<file path="config.mk">
export PLATFORM = sky130hd
export DESIGN_NAME = adder_pipe_nbit
export DESIGN_NICKNAME = d
export VERILOG_FILES = /design/src/rtl/adder_pkg.sv /design/src/rtl/adder_slice.sv /design/src/rtl/adder_pipe_nbit.sv
export SDC_FILE = /design/constraint.sdc
export NUM_CORES = 1
export LEC_CHECK = 0
export ABC_CLOCK_PERIOD_IN_PS = 3100
export BUFFER_PORTS_ARGS = -buffer_cell sky130_fd_sc_hd__buf_2
export CAP_MARGIN = 15
export CORE_UTILIZATION = 52
export DETAILED_ROUTE_END_ITERATION = 10
export GPL_ROUTABILITY_DRIVEN = 0
export PLACE_DENSITY = 0.76
export SETUP_SLACK_MARGIN = 0.05
export SYNTH_ARGS = -nofsm -noshare
export SYNTH_HDL_FRONTEND = slang
export SYNTH_SLANG_ARGS = --single-unit
</file>
<file path="constraint.sdc">
create_clock -name clk -period 3.1 [get_ports clk]
set_input_delay 0.155 -clock clk [delete_from_list [all_inputs] [get_ports clk]]
set_output_delay 0.155 -clock clk [all_outputs]
set_load 0.005 [all_outputs]
</file>
<file path="src/rtl/adder_pkg.sv">
// Shared helpers for the pipelined adder: slice width and configuration legality.
package adder_pkg;

  function automatic int unsigned chunk_w(input int unsigned width, input int unsigned stages);
    return width / stages;
  endfunction

  // Legal when every slice has the same non-zero width.
  function automatic bit cfg_ok(input int unsigned width, input int unsigned stages);
    return (stages >= 1) && (stages <= width) && ((width % stages) == 0);
  endfunction

endpackage

</file>
<file path="src/rtl/adder_slice.sv">
// Combinational W-bit adder slice; also reports the carry into its top bit for overflow detection.
module adder_slice #(
  parameter int unsigned W = 8
) (
  input  logic [W-1:0] a,
  input  logic [W-1:0] b,
  input  logic         ci,
  output logic [W-1:0] s,
  output logic         co,
  output logic         c_msb
);

  localparam int unsigned FW = W + 1;

  logic [W:0] full;

  assign full  = {1'b0, a} + {1'b0, b} + FW'(ci);
  assign s     = full[W-1:0];
  assign co    = full[W];
  // Sum bit = a ^ b ^ carry-in, so the carry into the top bit falls out directly.
  assign c_msb = a[W-1] ^ b[W-1] ^ s[W-1];

endmodule

</file>
<file path="src/rtl/adder_pipe_nbit.sv">
// Pipelined WIDTH-bit adder: STAGES carry-chained slices, one register per slice,
// valid/ready on both sides with a single global enable.
module adder_pipe_nbit
  import adder_pkg::*;
#(
  parameter int unsigned WIDTH  = 32,
  parameter int unsigned STAGES = 4
) (
  input  logic             clk,
  input  logic             rst,
  input  logic             in_valid,
  output logic             in_ready,
  input  logic [WIDTH-1:0] a,
  input  logic [WIDTH-1:0] b,
  input  logic             cin,
  output logic             out_valid,
  input  logic             out_ready,
  output logic [WIDTH-1:0] y,
  output logic             co,
  output logic             ovf
);

  localparam int unsigned CHUNK = chunk_w(WIDTH, STAGES);

  if (!cfg_ok(WIDTH, STAGES)) begin : g_bad_cfg
    $fatal(1, "adder_pipe_nbit: WIDTH must be a non-zero multiple of STAGES");
  end

  // Per-stage state: skewed operands, deskewed partial sum, carry, valid.
  logic [WIDTH-1:0] a_q   [STAGES];
  logic [WIDTH-1:0] b_q   [STAGES];
  logic [WIDTH-1:0] s_q   [STAGES];
  logic             c_q   [STAGES];
  logic             ovf_q [STAGES];
  logic             vld_q [STAGES];
  logic             en;

  // Whole pipe advances together; it only stalls when the output is held.
  assign en       = !vld_q[STAGES-1] || out_ready;
  assign in_ready = en;

  for (genvar k = 0; k < STAGES; k++) begin : g_stage
    logic [WIDTH-1:0] opa;
    logic [WIDTH-1:0] opb;
    logic [WIDTH-1:0] sum_in;
    logic [WIDTH-1:0] sum_nxt;
    logic [CHUNK-1:0] s_slice;
    logic             ci;
    logic             v_in;
    logic             s_co;
    logic             s_cmsb;

    if (k == 0) begin : g_head
      assign opa    = a;
      assign opb    = b;
      assign ci     = cin;
      assign sum_in = '0;
      assign v_in   = in_valid;
    end else begin : g_body
      assign opa    = a_q[k-1];
      assign opb    = b_q[k-1];
      assign ci     = c_q[k-1];
      assign sum_in = s_q[k-1];
      assign v_in   = vld_q[k-1];
    end

    adder_slice #(.W(CHUNK)) u_slice (
      .a     (opa[k*CHUNK +: CHUNK]),
      .b     (opb[k*CHUNK +: CHUNK]),
      .ci    (ci),
      .s     (s_slice),
      .co    (s_co),
      .c_msb (s_cmsb)
    );

    // Lower slices pass through untouched; this stage fills in its own slice.
    always_comb begin
      sum_nxt                     = sum_in;
      sum_nxt[k*CHUNK +: CHUNK]   = s_slice;
    end

    always_ff @(posedge clk) begin
      if (rst) begin
        vld_q[k] <= 1'b0;
        a_q[k]   <= '0;
        b_q[k]   <= '0;
        s_q[k]   <= '0;
        c_q[k]   <= 1'b0;
        ovf_q[k] <= 1'b0;
      end else if (en) begin
        vld_q[k] <= v_in;
        a_q[k]   <= opa;
        b_q[k]   <= opb;
        s_q[k]   <= sum_nxt;
        c_q[k]   <= s_co;
        ovf_q[k] <= s_cmsb ^ s_co;
      end
    end
  end

  assign out_valid = vld_q[STAGES-1];
  assign y         = s_q[STAGES-1];
  assign co        = c_q[STAGES-1];
  assign ovf       = ovf_q[STAGES-1];

endmodule

</file>
==> results of run 1 <==
worst paths after layout:
kind,slack [ps],startpoint,cells past startpoint,endpoint
setup reg to reg,800,b_q[0][48],9,c_q[1][0]
setup / recovery,800,b_q[0][48],9,c_q[1][0]
hold reg to reg,520,a_q[0][56],1,a_q[1][24]
hold / removal,20,b[10],2,b_q[0][10]
cells by family (layout without fill, tap and decap cells):
logic type      count (synthesis)  count (layout)  synth area share [%]
buf+inv                        37             194                 1.761
simple gates                  225             225                 16.44
xor+xnor                        8               8                0.8726
fa+ha+maj                      36              36                 6.358
compound gates                 63              63                 5.111
mux                             2               2                0.2649
flops                         185             185                 69.19
registers in the layout, indices dropped and copies added (netlist names):
name   count
b_q       48
c_q        4
vld_q      4
s_q       80
ovf_q      1
a_q       48
metrics by stage:
stage / hold WS (ps) / cell area (µm²) / cells
global route: 8.614 / 9787 / 901
detailed placement: 433.5 / 8787 / 833
CTS: 2.536 / 9787 / 901
finish: 16.21 / 9787 / 901
floorplan: 353.2 / 8031 / 556
global placement: 430.7 / 8787 / 833
power groups by stage:
stage / sequential, µW / combinational [µW] / clock [µW]
finish: 2950 / 407 / 2320
global route: 2970 / 456 / 2460
CTS: 2960 / 410 / 2360
detailed placement: 3010 / 372 / 0
global placement: 3000 / 356 / 0
floorplan: 3000 / 240 / 0
cells in the mapped netlist (all sizes together):
cell type / number
xnor2: 4
xor2: 4
o2111a: 1
edfxtp: 185
nor2: 26
nand2: 8
nand2b: 7
o21ai: 19
a21oi: 11
nor3: 13
fa: 8
and2: 154
or4: 1
inv: 17
o21ba: 1
nor4: 2
ha: 28
clkbuf: 16
or2: 2
mux2i: 1
mux2: 1
nor2b: 5
o22ai: 1
and2b: 1
nor3b: 4
a21o: 2
a211oi: 8
o31ai: 2
o31a: 2
o21bai: 3
nand3: 1
a31oi: 1
or3: 1
buf: 4
o21a: 12
worst register-to-register path, delay by kind of cell (launching register included):
kind	cells	cell delay [ps]
AO/OA/AOI/OAI	5	960
adder cells (fa/ha/maj)	2	580
buffers and inverters	2	130
flip-flops	1	370
layout make-up:
type                       count  area, µm²
sequential                   185       5555
fill                        1095       5359
multi-input combinational    334       2337
timing repair buffer         145      955.9
clock buffer                  17      425.4
tap                          188      235.2
clock inverter                15      214.0
inverter                      17      63.81
layer usage:
layer / vias up / global-route usage [%]
li1: 2268 / -
met1: 2205 / 18.41
met2: 103 / 29.67
met3: 20 / 4.843
met4: 0 / 8.292
met5: - / 0
repair_timing:
item | 4_1_cts | 5_1_grt
hold buffers | 36 | 0
gates resized for setup | 0 | 0
hold endpoints to repair | 36 | 0
==> impl_metrics.yaml, run 1 <==
detailed_routing:
  via_per_inst: 5.101
  top_layer: "met4"
  drc: 0
  drt_wl_total_um: 12410
  ant_nets: 0
  firstDrtPassIters: 4
  wl_met1_um: 5065
  vias: 4596
  routedWlPerCell_um: 13.77
  drt_iter0_markers: 404
  wl_met3_um: 454
  wl_met2_um: 6603
synth:
  ys_warn_count: 0
  synth.distinct_cells: 39
  synth_area_mm2: 0.008029
  ys_seq_area_share_pct: 69.19
  yosysTopAreaCell: "edfxtp_1"
  synth_top_area_share_pct: 69.19
  ys_ff_latch: 185
  synth_nets: 661
  synth.avg_cell_area_um2: 14.44
  synth_cells: 556
  synth.top_cells.by_area: "edfxtp_1 69%, and2_1 12%, ha_1 4.4%"
sta:
  clock.fmax_mhz: 435.1
  period_share_pct: 74.13
  hold_viol: 0
  maxSlewHeadroom_pct: 45.96
  rsz0062_at_grt: "no"
  setup_violations: 0
  worst_slack_ps: 801.9
  tightest_slew_ps: 810.6
  layout_min_cycle_time_ps: 2298
  worst_clock_skew_ps: 9.318
  maxSlewViolCount: 0
  tns_ps: 0
pwr:
  sw_frac_of_total_pct: 20.84
  clockPowerShare_pct: 40.8
  p_int_uw: 4496
  p_seq_share_pct: 52.0
  peakVddDrop_uv: 420.5
  p_switching_uw: 1184
  comb_power_share_pct: 7.2
  finalPower_uw: 5680
  powerDensity_mw_per_mm2: 580.4
  p_leak_uw: 0.004278
clock_tree:
  postCtsSetupRepairBufs: 0
  clk_pin_slew_worst_paths_ps: 70
  cts_sinks: 185
  htreeDepth: 4
  clk_path_buf_depth: 2
  cts_tree: "yes"
  cts-root-buf: "clkbuf_16"
  clk_latency_ps: 430
  numCtsBuffers: 17
critical_path:
  cp-start-kind: "flop"
  cp_num_buf_inv: 2
  crit_path_top_delay_cell: "fa_1"
  worstPathCellList: "inv_1 > fa_1 > inv_1 > fa_1 > a21oi_1 > o21ai_0 > o21a_1 > o21a_1 > o31a_1"
  critPathArrivalTime_ps: 2480
  worstPathRequired_ps: 3280
  cp-end-kind: "flop"
  cp_top_family: "compound AO/OA/AOI/OAI gates"
  path_class: "flop to flop"
  cpPeakStageDelay_ps: 390
  path_max_fanout: 2
grt:
  grt_pass1_vias: 4521
  antenna_found_initial: 0
  grt_pass1_wl_um: 20270
  grt_usage_pct: 16.76
  grt_max_degree: 124
  grt-ovfl-total: 0
layout:
  post-route-util_pct: 64.62
  final_common_cell: "edfxtp_1"
  drive_gt1_share_pct: 20.90
  layout_common_cells: "185 x edfxtp_1, 153 x and2_1, 104 x buf_2"
  diodes: 0
  fin_nets: 805
  area_delta_synth_final_pct: 21.90
die:
  die_y_um: 126.3
  core_mm2: 0.01515
  rows: 45
  boundaryPins: 105
  die_area_mm2: 0.01594
  dieWidth_um: 126.3
  start_util_pct: 53.01
place:
  pre_cts_slack_ps: 827.8
  port_buffers: 104
  dp_hpwl_um: 7706
hold_path:
  hold_class: "primary input to flop"
job:
  maxCapViolCount: 0
outcome:
  status: "finished, final reports clean"
No activity file was read; power rests on OpenSTA's default activity.
==> inputs of run 2 (changes only) <==
--- a/config.mk
+++ b/config.mk
@@ -5,7 +5,7 @@
 export SDC_FILE = /design/constraint.sdc
 export NUM_CORES = 1
 export LEC_CHECK = 0
-export ABC_CLOCK_PERIOD_IN_PS = 3100
+export ABC_CLOCK_PERIOD_IN_PS = 2029
 export BUFFER_PORTS_ARGS = -buffer_cell sky130_fd_sc_hd__buf_2
 export CAP_MARGIN = 15
 export CORE_UTILIZATION = 52
==> constraint.sdc (replaced) <==
create_clock -name clk -period 2.03 [get_ports clk]
set_input_delay 0.1015 -clock clk [delete_from_list [all_inputs] [get_ports clk]]
set_output_delay 0.1015 -clock clk [all_outputs]
set_load 0.005 [all_outputs]
==> run 2 against run 1 <==
Against the previous run: the flow now finishes with violations (setup timing); sequential power up 53%; clock power up 41%; register-to-register slack worse by 960 ps; global-route usage grew 0.87 points; combinational power rose by 70%; utilization is 2.1 points higher; maximum frequency grew 5.1%; die area unchanged; first-iteration DRC count decreased by 18%; critical path type unchanged; critical endpoint unchanged; largest cell class unchanged.
==> impl_metrics.yaml, run 2 (synthesized netlist as in run 1, its figures left out) <==
pwr:
  finalPower_uw: 8463
  powerDensity_mw_per_mm2: 838.0
  p_leak_uw: 0.004379
  peakVddDrop_uv: 625.5
sta:
  tns_ps: -252.7
  worst_clock_skew_ps: 7.034
  setup_violations: 4
  whs_ps: 163.2
  clock.fmax_mhz: 457.4
  hold_viol: 0
  period_share_pct: 107.7
  layout_min_cycle_time_ps: 2186
  rsz0062_at_grt: "yes"
  tightest_slew_ps: 494.1
  maxSlewViolCount: 0
  maxSlewHeadroom_pct: 67.06
  worst_slack_ps: -156.1
critical_path:
  worstPathRequired_ps: 2210
  path_max_fanout: 2
  cp-start-kind: "flop"
  critPathArrivalTime_ps: 2360
  path_class: "flop to flop"
  cp-end-kind: "flop"
grt:
  antenna_found_initial: 0
  grt-ovfl-total: 0
  grt_pass1_vias: 4642
  grt_usage_pct: 17.63
  grt_max_degree: 61
  grt_pass1_wl_um: 21270
detailed_routing:
  via_per_inst: 5.037
  firstDrtPassIters: 4
  routedWlPerCell_um: 14.08
  vias: 4684
  drt_wl_total_um: 13090
  ant_nets: 0
  drc: 0
  drt_iter0_markers: 333
die:
  boundaryPins: 105
  dieWidth_um: 126.3
  core_mm2: 0.01515
  die_area_mm2: 0.01594
  start_util_pct: 53.01
  die_y_um: 126.3
  rows: 45
layout:
  fin_nets: 836
  top_regs: "s_q (80), a_q (48), b_q (48)"
  area_delta_synth_final_pct: 25.79
  diodes: 0
  final_common_cell: "edfxtp_1"
  drive_gt1_share_pct: 26.42
  largest_register_ff_count: 80
  finalInstanceArea_mm2: 0.01010
  layout_common_cells: "185 x edfxtp_1, 153 x and2_1, 104 x buf_2"
  fill_cells: 1018
  regMostFlops: "s_q"
place:
  place_area_mm2: 0.008874
  port_buffers: 104
  dp_hpwl_um: 8296
  pre_cts_slack_ps: -172.3
clock_tree:
  cts_sinks: 185
  cts_tree: "yes"
  htreeDepth: 4
  cts-root-buf: "clkbuf_16"
  clk_path_buf_depth: 2
  clk_latency_ps: 430
  numCtsBuffers: 17
  clk_pin_slew_worst_paths_ps: 70
outcome:
  status: "finished, violations left"
  violations: "setup timing"
hold_path:
  hold_class: "primary input to flop"
job:
  maxCapViolCount: 0
run 2: worst max-delay path: stages (launching register included):
cell and delay [ps]:
edfxtp_1 390, inv_2 80, fa_2 220, inv_2 40
fa_2 340, a21oi_2 190, o21ai_2 80, o21a_1 180
o21a_1 180, o31a_1 240
run 2: timing repair:
item	CTS	global route
buffers inserted	2	5
gates resized for setup	23	11
setup endpoints to repair	9	10
hold buffers	49	0
hold endpoints to repair	49	0
pin swaps	13	9
run 2: per-layer routing:
| metal | GRT usage [%] | vias to the layer above | wire, µm |
|---|---|---|---|
| met1 | 19.37 | 2214 | 5130 |
| met2 | 30.84 | 116 | 7015 |
| li1 | - | 2322 | - |
| met3 | 4.800 | 32 | 501 |
| met4 | 10.06 | 0 | 446 |
| met5 | 0 | - | 0 |
run 2: layout make-up:
| cell class | instances | area, µm² | share of cell area (%) |
|---|---|---|---|
| sequential | 185 | 5555 | 55.00 |
| multi-input combinational | 334 | 2452 | 24.28 |
| timing repair buffer | 176 | 1212 | 12.00 |
| clock buffer | 17 | 425.4 | 4.212 |
| tap | 188 | 235.2 | 2.329 |
| clock inverter | 13 | 155.1 | 1.536 |
| inverter | 17 | 63.81 | 0.6318 |
run 2: worst paths after layout:
check | endpoint | slack, ps | from | cells past startpoint
worst max-delay path | c_q[1][0] | -160 | c_q[0][1] | 9
worst min-delay path | s_q[0][0] | 160 | cin | 3
worst max register to register | c_q[1][0] | -160 | c_q[0][1] | 9
worst min register to register | b_q[0][53] | 520 | b_q[0][21] | 1
run 2: through the flow:
step / cells / util (%)
3_3_place_gp: 844 / 58.59
5_1_grt: 930 / 66.68
2_1_floorplan: 556 / -
4_1_cts: 925 / 66.14
6_report: 930 / 66.68
3_5_place_dp: 844 / 58.59
run 2: where the power goes:
part	total [µW]	switching (µW)	internal (µW)
sequential	4510	59.9	4450
clock	3260	1340	1910
combinational	693	327	366
==> inputs of run 3 (changes only) <==
--- a/config.mk
+++ b/config.mk
@@ -8,10 +8,9 @@
 export ABC_CLOCK_PERIOD_IN_PS = 2029
 export BUFFER_PORTS_ARGS = -buffer_cell sky130_fd_sc_hd__buf_2
 export CAP_MARGIN = 15
-export CORE_UTILIZATION = 52
+export CORE_UTILIZATION = 24
 export DETAILED_ROUTE_END_ITERATION = 10
 export GPL_ROUTABILITY_DRIVEN = 0
-export PLACE_DENSITY = 0.76
 export SETUP_SLACK_MARGIN = 0.05
 export SYNTH_ARGS = -nofsm -noshare
 export SYNTH_HDL_FRONTEND = slang
==> constraint.sdc (replaced) <==
create_clock -name clk -period 2.03 [get_ports clk]
set_input_delay 0.1015 -clock clk [delete_from_list [all_inputs] [get_ports clk]]
set_output_delay 0.1015 -clock clk [all_outputs]
set_load 0.02 [all_outputs]
==> run 3 against run 2 <==
Against the previous run: the flow still finishes with violations (setup timing); utilization down 35 points; clock power rose by 9.2%; critical endpoint unchanged; sequential power about the same; sequential cell count unchanged; critical path type unchanged; final cell count up 28%; critical path depth unchanged; die area rose by 110%; first-iteration DRC count is 41% lower; largest power group unchanged.
==> impl_metrics.yaml, run 3 (synthesized netlist as in run 1, its figures left out) <==
critical_path:
  path_class: "flop to flop"
  cp-end-kind: "flop"
  r2r_end: "c_q[1][0]"
  reg2reg_slack_ps: -100
  rr_startpoint: "c_q[0][1]"
  startpoint: "c_q[0][1]"
  cp-start-kind: "flop"
  worstPathRequired_ps: 2220
  endpoint: "c_q[1][0]"
  critPathArrivalTime_ps: 2320
  path_max_fanout: 2
  worstRegToRegCells: 9
clock_tree:
  clk_path_buf_depth: 2
  cts_sinks: 185
  clk_latency_ps: 440
  numCtsBuffers: 17
  cts-root-buf: "clkbuf_16"
  cts_tree: "yes"
  clk_pin_slew_worst_paths_ps: 80
  htreeDepth: 4
pwr:
  sw_frac_of_total_pct: 25.46
  p_switching_uw: 2242
  comb_power_share_pct: 8.4
  clockPowerShare_pct: 40.5
  peakVddDrop_uv: 518.1
  p_seq_share_pct: 51.2
  powerDensity_mw_per_mm2: 836.9
  p_leak_uw: 0.004453
  p_int_uw: 6564
die:
  rows: 66
  start_util_pct: 24.55
  dieWidth_um: 184.9
  die_area_mm2: 0.03419
  boundaryPins: 105
  die_y_um: 184.9
  core_mm2: 0.03270
grt:
  grt_pass1_wl_um: 22760
  grt_usage_pct: 8.736
  grt_pass1_vias: 4576
  grt_max_degree: 75
  antenna_found_initial: 0
  grt-ovfl-total: 0
sta:
  period_share_pct: 104.9
  clock.fmax_mhz: 469.4
  whs_ps: 158.0
  maxSlewViolCount: 0
  setup_violations: 3
  worst_slack_ps: -100.3
  rsz0062_at_grt: "yes"
  maxSlewHeadroom_pct: 72.34
  worst_clock_skew_ps: 16.57
  hold_viol: 0
  tightest_slew_ps: 412.5
  layout_min_cycle_time_ps: 2130
detailed_routing:
  wl_met1_um: 6156
  wl_met2_um: 7534
  wl_met3_um: 384
  vias: 4577
  via_per_inst: 3.837
  drc: 0
  drt_iter0_markers: 195
  routedWlPerCell_um: 12.05
  drt_wl_total_um: 14380
  ant_nets: 0
  firstDrtPassIters: 4
  top_layer: "met4"
layout:
  largest_register_ff_count: 80
  top_regs: "s_q (80), a_q (48), b_q (48)"
  final_common_cell: "edfxtp_1"
  regMostFlops: "s_q"
  fin_nets: 842
  fill_cells: 3290
  finalInstanceArea_mm2: 0.01052
  layout_common_cells: "185 x edfxtp_1, 153 x and2_1, 104 x buf_2"
  area_delta_synth_final_pct: 31.04
  drive_gt1_share_pct: 27.07
hold_path:
  min_path_cells: 3
  hold_class: "primary input to flop"
place:
  pre_cts_slack_ps: -131.9
  dp_hpwl_um: 9634
  place_area_mm2: 0.009271
  port_buffers: 104
job:
  maxCapViolCount: 0
outcome:
  violations: "setup timing"
  status: "finished, violations left"
[run 3: routing by layer]
| metal | GRT usage, % | vias to the layer above |
|---|---|---|
| met3 | 1.593 | 20 |
| met4 | 4.198 | 0 |
| met1 | 9.722 | 2136 |
| met5 | 0 | - |
| li1 | - | 2344 |
| met2 | 15.97 | 77 |
[run 3: area by class of cell]
class	instances	area [µm²]	share of cell area, %
Antenna cell	1	2.502	0.02378
Sequential cell	185	5555	52.80
Multi-Input combinational cell	334	2426	23.06
Inverter	17	63.81	0.6065
Clock buffer	17	425.4	4.043
Tap cell	442	553.0	5.256
Clock inverter	15	229.0	2.176
Timing Repair Buffer	182	1266	12.03
[run 3: worst max-delay path, cell delays in order (launching register included)]
cell,delay [ps]
edfxtp_1,380
inv_2,70
fa_2,220
inv_2,40
fa_2,340
a21oi_2,170
o21ai_2,80
o21a_1,180
o21a_1,180
o31a_1,230
[run 3: stage by stage]
| stage | setup TNS [ps] | instances | util, % | total power (µW) |
|---|---|---|---|---|
| 2_1_floorplan | -83160 | 556 | - | 4999 |
| 3_3_place_gp | -283.5 | 1106 | 28.35 | 5237 |
| 3_5_place_dp | -472.8 | 1106 | 28.35 | 5249 |
| 4_1_cts | -209.5 | 1188 | 31.98 | 8942 |
| 5_1_grt | -692.6 | 1192 | 32.17 | 9179 |
| 6_report | -230.7 | 1193 | 32.17 | 8805 |
[run 3: how the worst min path moves through the flow]
stage,from,endpoint,slack (ps)
global placement,b[24],b_q[0][24],380
CTS,cin,s_q[0][0],140
floorplan,a[10],a_q[0][10],300
detailed placement,a[20],a_q[0][20],380
finish,cin,s_q[0][0],160
global route,cin,s_q[0][0],150
[run 3: power groups by stage]
stage / Combinational [µW] / Sequential [µW] / Clock [µW]
after CTS: 739 / 4510 / 3690
after floorplan: 370 / 4630 / 0
final: 736 / 4510 / 3560
after global placement: 644 / 4590 / 0
after detailed placement: 652 / 4600 / 0
after global routing: 830 / 4530 / 3820
[run 3: what timing repair did]
action | CTS | global route
pin swaps | 13 | 8
hold buffers | 49 | 0
endpoints found under the hold margin | 49 | 0
buffers inserted | 1 | 4
endpoints found under the setup margin | 8 | 10
gates resized for setup | 14 | 12
